--- src/rtl/issue_unit.sv ---
// In-order issue FIFO between decode and the INT/LSU/VEC units.
// Head entry is offered to one unit; non-one-hot selects are dropped.
module issue_unit #(
  parameter int DEPTH = 4
) (
  input  logic       clock_in,
  input  logic       reset_in,
  input  logic       flush_in,
  input  logic       dec_valid_in,
  output logic       dec_ready_out,
  input  logic [2:0] exec_sel_in,
  input  logic [3:0] exec_uop_in,
  input  logic       pc_mux_sel_in,
  input  logic       imm_mux_sel_in,
  input  logic [4:0] rs1_in,
  input  logic [4:0] rs2_in,
  input  logic [4:0] rd_in,
  output logic       int_valid_out,
  input  logic       int_ready_in,
  output logic       lsu_valid_out,
  input  logic       lsu_ready_in,
  output logic       vec_valid_out,
  input  logic       vec_ready_in,
  output logic [3:0] iss_uop_out,
  output logic       iss_pc_mux_sel_out,
  output logic       iss_imm_mux_sel_out,
  output logic [4:0] iss_rs1_out,
  output logic [4:0] iss_rs2_out,
  output logic [4:0] iss_rd_out,
  output logic       illegal_out
);

  localparam int CW = $clog2(DEPTH) + 1;
  localparam int AW = $clog2(DEPTH);

  typedef struct packed {
    logic [2:0] sel;
    logic [3:0] uop;
    logic       pc;
    logic       imm;
    logic [4:0] rs1;
    logic [4:0] rs2;
    logic [4:0] rd;
  } ent_t;

  ent_t          mem [DEPTH];
  ent_t          din;
  ent_t          head;
  logic [AW-1:0] wr_ptr;
  logic [AW-1:0] rd_ptr;
  logic [CW-1:0] count;
  logic          head_valid;
  logic          legal;
  logic          fire;
  logic          push;
  logic          pop;

  assign din = '{
    sel: exec_sel_in,
    uop: exec_uop_in,
    pc:  pc_mux_sel_in,
    imm: imm_mux_sel_in,
    rs1: rs1_in,
    rs2: rs2_in,
    rd:  rd_in
  };

  assign head       = mem[rd_ptr];
  assign head_valid = (count != '0);

  assign legal = (head.sel == 3'b001)
               | (head.sel == 3'b010)
               | (head.sel == 3'b100);

  assign int_valid_out = head_valid & (head.sel == 3'b001);
  assign lsu_valid_out = head_valid & (head.sel == 3'b010);
  assign vec_valid_out = head_valid & (head.sel == 3'b100);
  assign illegal_out   = head_valid & ~legal;

  assign fire = (int_valid_out & int_ready_in)
              | (lsu_valid_out & lsu_ready_in)
              | (vec_valid_out & vec_ready_in);

  // Illegal heads drain without a handshake.
  assign pop  = fire | illegal_out;

  // Registered occupancy only: no path from any unit ready.
  assign dec_ready_out = (count != CW'(DEPTH));
  assign push          = dec_valid_in & dec_ready_out;

  assign iss_uop_out         = head.uop;
  assign iss_pc_mux_sel_out  = head.pc;
  assign iss_imm_mux_sel_out = head.imm;
  assign iss_rs1_out         = head.rs1;
  assign iss_rs2_out         = head.rs2;
  assign iss_rd_out          = head.rd;

  always_ff @(posedge clock_in or negedge reset_in) begin
    if (!reset_in) begin
      wr_ptr <= '0;
      rd_ptr <= '0;
      count  <= '0;
      for (int i = 0; i < DEPTH; i++) mem[i] <= '0;
    end else if (flush_in) begin
      wr_ptr <= '0;
      rd_ptr <= '0;
      count  <= '0;
    end else begin
      if (push) begin
        mem[wr_ptr] <= din;
        wr_ptr      <= wr_ptr + AW'(1);
      end
      if (pop) rd_ptr <= rd_ptr + AW'(1);
      unique case ({push, pop})
        2'b10:   count <= count + CW'(1);
        2'b01:   count <= count - CW'(1);
        default: count <= count;
      endcase
    end
  end

endmodule
--- config.mk ---
export PLATFORM = sky130hd
export DESIGN_NAME = issue_unit
export DESIGN_NICKNAME = d
export VERILOG_FILES = /design/src/rtl/issue_unit.sv
export SDC_FILE = /design/constraint.sdc
export NUM_CORES = 1
export LEC_CHECK = 0
export ABC_AREA = 0
export CAP_MARGIN = 20
export CORE_UTILIZATION = 50
export CTS_BUF_LIST = sky130_fd_sc_hd__clkbuf_2
export CTS_CLUSTER_DIAMETER = 150
export CTS_CLUSTER_SIZE = 24
export DETAILED_ROUTE_END_ITERATION = 10
export DONT_BUFFER_PORTS = 1
export PLACE_DENSITY = 0.71
export SYNTH_ARGS = -nofsm -noshare
export SYNTH_HDL_FRONTEND = slang
export SYNTH_SLANG_ARGS = --single-unit
export TNS_END_PERCENT = 20
--- constraint.sdc ---
create_clock -name clock_in -period 7.3 [get_ports clock_in]
set_input_delay 1.46 -clock clock_in [delete_from_list [all_inputs] [get_ports clock_in]]
set_output_delay 1.46 -clock clock_in [all_outputs]
set_load 0.01 [all_outputs]
==> results.toml, run 1 <==
[global_routing]
grt_pass1_wl_um = 14000
met3_usage_pct = 5.39
grtUsageTotal_pct = 19.0
grt_util_met2_pct = 31.4
grt_pass1_vias = 2674
grt-ovfl-total = 0
globalRoute.busiestLayer = "met2"
grt_max_degree = 104
use_met1_pct = 24.3
antenna_found_initial = 0

[sta]
post-route-period-util_pct = 59.2
fin_tns_setup_ns = 0
period_needed_ns = 4.32
slew_headroom_pct = 42.3
finalHoldViolCount = 0
fmax_ghz = 0.232
setup_viol = 0
fin_skew_ns = 0.0226
whs_ns = 0.523
grt_setup_unrepaired = "false"
worst_pin_slew_ns = 0.866
finalMaxSlewViolations = 0

[floorplanning]
dieArea_um2 = 9740
fp.coreArea_um2 = 8890
ios = 57
dieWidth_um = 98.7
rows = 34
start_util_pct = 52.6
fp.dieH_um = 98.7

[setup_path]
cp.arrival_ns = 2.86
cpPeakStageDelay_ns = 0.99
endpoint_kind = "output pin"
startpoint_type = "register"
crit_required_ns = 5.84
slowest_stage = "dfrtp_2"
path_class = "reg2out"
critical-path-top-delay-family = "flip-flops"
path_max_fanout = 26
crit_chain = "mux4_2 -> or2_2 -> nor3b_1"
cp_num_buf_inv = 0

[status]
outcome = "finished, final reports clean"

[placement]
gp_congestion = 0.729
portBuffers = 0
dp_hpwl_um = 5380

[synthesis]
synth_seq_cells = 103
syn_area_um2 = 4670
syn_inst = 296
ys_warn_count = 0
postSynthAreaPerCell_um2 = 15.8
ys_types = 32
synth-seq-area-share_pct = 55.2
synth_nets = 332

[clocking]
clock_latency_ns = 0.53
cts-buffers-inserted = 9
clk_pin_slew_worst_paths_ns = 0.23
cts.sinks = 103
ctsHoldBuffers = 0
root_buffer = "clkbuf_2"
cts_resized = 0
post-cts-setup-buffers = 0
clock_path_buffers = 2
cts_tree = "built"
htree_levels = 3

[cells_and_area]
fillCellCount = 752
final_nets = 332
area_growth_pct = 3.80
drive_gt1_share_pct = 45.3
antenna_cells = 0

[power]
power_density_nw_per_um2 = 396
peakVddDrop_mv = 0.179
p_leak_nw = 2.16

[routing]
vias_per_cell = 5.89
drt_iter0_drc = 93
wl_per_cell_um = 20.0
routed_wl_um = 8140
ant_nets = 0
route.vias.total = 2403
first_pass_iters = 4
drc_errors = 0

[worst_hold_path]
hold_class = "reg2reg"

[flow_run]
cap_violations = 0
## power by group
group	leakage (nW)	switching [mW]	internal, mW	total (mW)
registers	1.30	0.155	0.813	0.968
clock network	0.0595	0.166	0.0474	0.214
logic	0.805	0.301	0.437	0.738
## flip-flops by register name, indices dropped and copies added, names as in the netlist
name    flops
rd_ptr      2
wr_ptr      2
mem        96
count       3
## final cells by class
type,instances,area [µm²],area share (%)
sequential,103,2580,53.2
clock buffer,13,65.1,1.34
tap,108,135,2.79
clock inverter,2,8.76,0.181
multi-input combinational,174,2010,41.5
timing repair buffer,5,37.5,0.774
inverter,3,11.3,0.232
## routing by layer
layer / up-vias / wire (µm)
met5: - / 0
met4: 0 / 102
met3: 9 / 448
met2: 52 / 3950
met1: 1260 / 3640
li1: 1082 / -
## layout by cell type (no fill, tap or decap), types with 2 or more instances in the layout
| master | synthesis | final |
|---|---|---|
| a21oi_1 | 2 | 2 |
| buf_4 | 0 | 5 |
| clkbuf_2 | 0 | 13 |
| clkinv_1 | 1 | 2 |
| dfrtp_1 | 103 | 102 |
| ha_1 | 4 | 4 |
| inv_1 | 2 | 2 |
| mux2_1 | 11 | 11 |
| mux2_2 | 87 | 87 |
| mux2i_1 | 2 | 2 |
| mux4_2 | 24 | 24 |
| nand2_1 | 8 | 8 |
| nand2b_1 | 4 | 4 |
| nor2_1 | 9 | 9 |
| nor2b_1 | 4 | 4 |
| nor3_1 | 5 | 5 |
## worst paths after layout
| kind | from | end | slack (ns) | cells after the start |
|---|---|---|---|---|
| worst max-delay path | rd_ptr[0] | int_valid_out | 2.98 | 3 |
| worst min-delay path | mem[4] | mem[4] | 0.52 | 1 |
| worst max register to register | rd_ptr[0] | count[2] | 3.86 | 9 |
| worst min register to register | mem[4] | mem[4] | 0.52 | 1 |
| max in group asynchronous | reset_in | rd_ptr[0] | 6.57 | 0 |
| min in group asynchronous | reset_in | mem[62] | 0.58 | 0 |
## logic make-up after synthesis
| group | after synthesis | synth area share, % |
|---|---|---|
| compound gates | 5 | 1.10 |
| xor+xnor | 3 | 0.723 |
| fa+ha+maj | 5 | 1.50 |
| buf+inv | 19 | 1.74 |
| flops | 103 | 55.2 |
| mux | 125 | 35.9 |
| simple gates | 36 | 3.86 |
## cell usage after synthesis
cell	number	area [µm²]
dfrtp_1	103	2580
mux2_2	87	980
mux4_2	24	541
mux2_1	11	124
nor2_1	9	33.8
nand2_1	8	30.0
buf_1	7	26.3
clkbuf_1	6	22.5
nor3_1	5	25.0
ha_1	4	50.1
nand2b_1	4	25.0
nor2b_1	4	25.0
a21oi_1	2	10.0
buf_2	2	10.0
inv_1	2	7.51
mux2i_1	2	20.0
a31oi_2	1	12.5
and2_1	1	6.26
and3_1	1	6.26
and3b_1	1	8.76
buf_6	1	11.3
clkinv_1	1	3.75
fa_1	1	20.0
mux2_4	1	15.0
nor3b_1	1	7.51
o22ai_1	1	6.26
o32a_4	1	22.5
or2_0	1	6.26
or2_2	1	6.26
xnor2_1	1	8.76
xnor2_2	1	16.3
xor2_1	1	8.76
## metrics by stage
| stage | power [mW] | worst slack [ns] | utilization [%] | instance area, µm² | std cells |
|---|---|---|---|---|---|
| floorplan | 1.59 | 4.16 | - | 4670 | 296 |
| global placement | 1.70 | 3.53 | 53.7 | 4780 | 393 |
| detailed placement | 1.74 | 3.51 | 53.7 | 4780 | 393 |
| CTS | 1.95 | 2.86 | 54.6 | 4850 | 408 |
| global route | 2.06 | 2.74 | 54.6 | 4850 | 408 |
| finish | 1.92 | 2.98 | 54.6 | 4850 | 408 |
Note: power is estimated with default switching activity, not from simulation.
==> run 2: changes to the inputs <==
--- a/config.mk
+++ b/config.mk
@@ -13,7 +13,7 @@
 export CTS_CLUSTER_SIZE = 24
 export DETAILED_ROUTE_END_ITERATION = 10
 export DONT_BUFFER_PORTS = 1
-export PLACE_DENSITY = 0.71
+export PLACE_DENSITY = 0.74
 export SYNTH_ARGS = -nofsm -noshare
 export SYNTH_HDL_FRONTEND = slang
 export SYNTH_SLANG_ARGS = --single-unit
==> constraint.sdc (replaced) <==
create_clock -name clock_in -period 3.8 [get_ports clock_in]
set_input_delay 0.76 -clock clock_in [delete_from_list [all_inputs] [get_ports clock_in]]
set_output_delay 0.76 -clock clock_in [all_outputs]
set_load 0.01 [all_outputs]
==> results.toml, run 2 (synthesis results as in run 1) <==
[status]
outcome = "finished, final reports clean"

[sta]
setup_viol = 0
fin_skew_ns = 0.0279
finalHoldViolCount = 0
fin_tns_setup_ns = 0
grt_setup_unrepaired = "false"
slew_headroom_pct = 65.2
finalMaxSlewViolations = 0
post-route-period-util_pct = 91.3
period_needed_ns = 3.47
worst_pin_slew_ns = 0.518
fmax_ghz = 0.288

[floorplanning]
fp.dieH_um = 98.7
dieWidth_um = 98.7
fp.coreArea_um2 = 8890
rows = 34
start_util_pct = 52.6
dieArea_um2 = 9740
ios = 57

[global_routing]
grt_max_degree = 104
antenna_found_initial = 0
grt_pass1_vias = 2627
grtUsageTotal_pct = 19.1
grt-ovfl-total = 0
grt_pass1_wl_um = 13800

[clocking]
cts.sinks = 103
htree_levels = 3
cts_resized = 0
post-cts-setup-buffers = 0
clock_path_buffers = 2
root_buffer = "clkbuf_2"
cts_tree = "built"
cts-buffers-inserted = 9
clk_pin_slew_worst_paths_ns = 0.24
clock_latency_ns = 0.57

[cells_and_area]
largest_register = "mem"
area_growth_pct = 5.03
regArea_um2 = 2580
final_nets = 334
final_common_cell = "dfrtp_1"
largest_reg_flops = 96
final_cell_mix = "dfrtp_1, mux2_2, mux4_2"
drive_gt1_share_pct = 45.2
fillCellCount = 697
reg.largest.list = "mem: 96 flops, count: 3 flops"
antenna_cells = 0
multi_input_area_um2 = 2010

[routing]
first_pass_iters = 6
drc_errors = 0
drt_iter0_drc = 71
wl_per_cell_um = 20.4
routed_wl_um = 8350
ant_nets = 0
vias_per_cell = 5.98
route.vias.total = 2447

[setup_path]
critical-path-top-delay-family = "simple AND/OR/NAND/NOR gates"
cp.arrival_ns = 2.71
endpoint_kind = "output pin"
path_max_fanout = 15
cpPeakStageDelay_ns = 0.73
crit_required_ns = 3.04
startpoint_type = "register"
crit_chain = "mux4_2 -> or2_2 -> nor3b_1"
slowest_stage = "dfrtp_2"
path_class = "reg2out"
cp_num_buf_inv = 0

[placement]
dp_hpwl_um = 5390
gp_congestion = 0.756
portBuffers = 0

[power]
p_leak_nw = 2.18
totalPowerFinal_mw = 3.79
power_density_nw_per_um2 = 771
peakVddDrop_mv = 0.379

[worst_hold_path]
hold_class = "in2async"

[flow_run]
cap_violations = 0
==> run 2: cell count changes in the layout (fill, tap and decap cells not counted), sizes merged <==
cell / before / now
buf: 5 / 7
bufinv: 0 / 1
clkbuf: 13 / 9
clkinv: 3 / 5
==> run 2: path summary, 6_finish.rpt <==
check,start,to,slack [ns],depth (start not counted)
worst max-delay path,rd_ptr[0],int_valid_out,0.33,3
max in group asynchronous,reset_in,rd_ptr[0],3.32,1
min in group clock_in,flush_in,wr_ptr[1],0.20,1
worst min register to register,mem[15],mem[15],0.52,1
worst max register to register,rd_ptr[0],count[2],0.67,9
worst min-delay path,reset_in,mem[76],0.08,1
==> run 2: area by class of cell <==
class                      count  share of cell area, %
clock inverter                 5                   1.05
inverter                       3                  0.229
sequential                   103                   52.5
tap                          108                   2.75
timing repair buffer           7                   1.48
clock buffer                   9                  0.918
multi-input combinational    174                   41.0
==> run 2: worst register-to-register path: cells and delay by family, from the launching register on <==
family	cells	cell delay (ns)
AOI/OAI and AO/OA	2	0.40
adders and majority gates	1	0.38
DFF	1	0.73
muxes	3	1.13
and+or+nand+nor	3	0.42
==> run 2: repair_timing <==
| action | CTS | global route |
|---|---|---|
| hold buffers | 1 | 0 |
| endpoints found under the hold margin | 103 | 0 |
| setup endpoints to repair | 0 | 0 |
==> run 2: stage by stage <==
stage          hold WS [ns]  setup WS (ns)  cell area, µm²  util, %  cells
2_1_floorplan         0.459           1.08            4670        -    296
3_3_place_gp          0.467          0.748            4780     53.8    394
3_5_place_dp          0.468          0.644            4780     53.8    394
4_1_cts              0.0641          0.253            4910     55.2    409
5_1_grt              0.0557          0.134            4910     55.2    409
6_report             0.0797          0.331            4910     55.2    409
==> run 2: per-layer routing <==
layer | share of wire (%) | up-vias | global-route usage (%) | routed length, µm
met5 | 0 | - | 0 | 0
met4 | 1.3 | 0 | 6.20 | 109
met1 | 43 | 1304 | 23.7 | 3610
met3 | 6.1 | 11 | 6.95 | 509
met2 | 49 | 50 | 31.3 | 4120
li1 | - | 1082 | - | -
==> run 2: where the power goes <==
group,leakage [nW],internal [mW],total (mW),switching [mW]
sequential,1.30,1.56,1.83,0.265
combinational,0.822,0.845,1.48,0.634
clock,0.0627,0.141,0.479,0.338
total,2.18,2.55,3.79,1.24
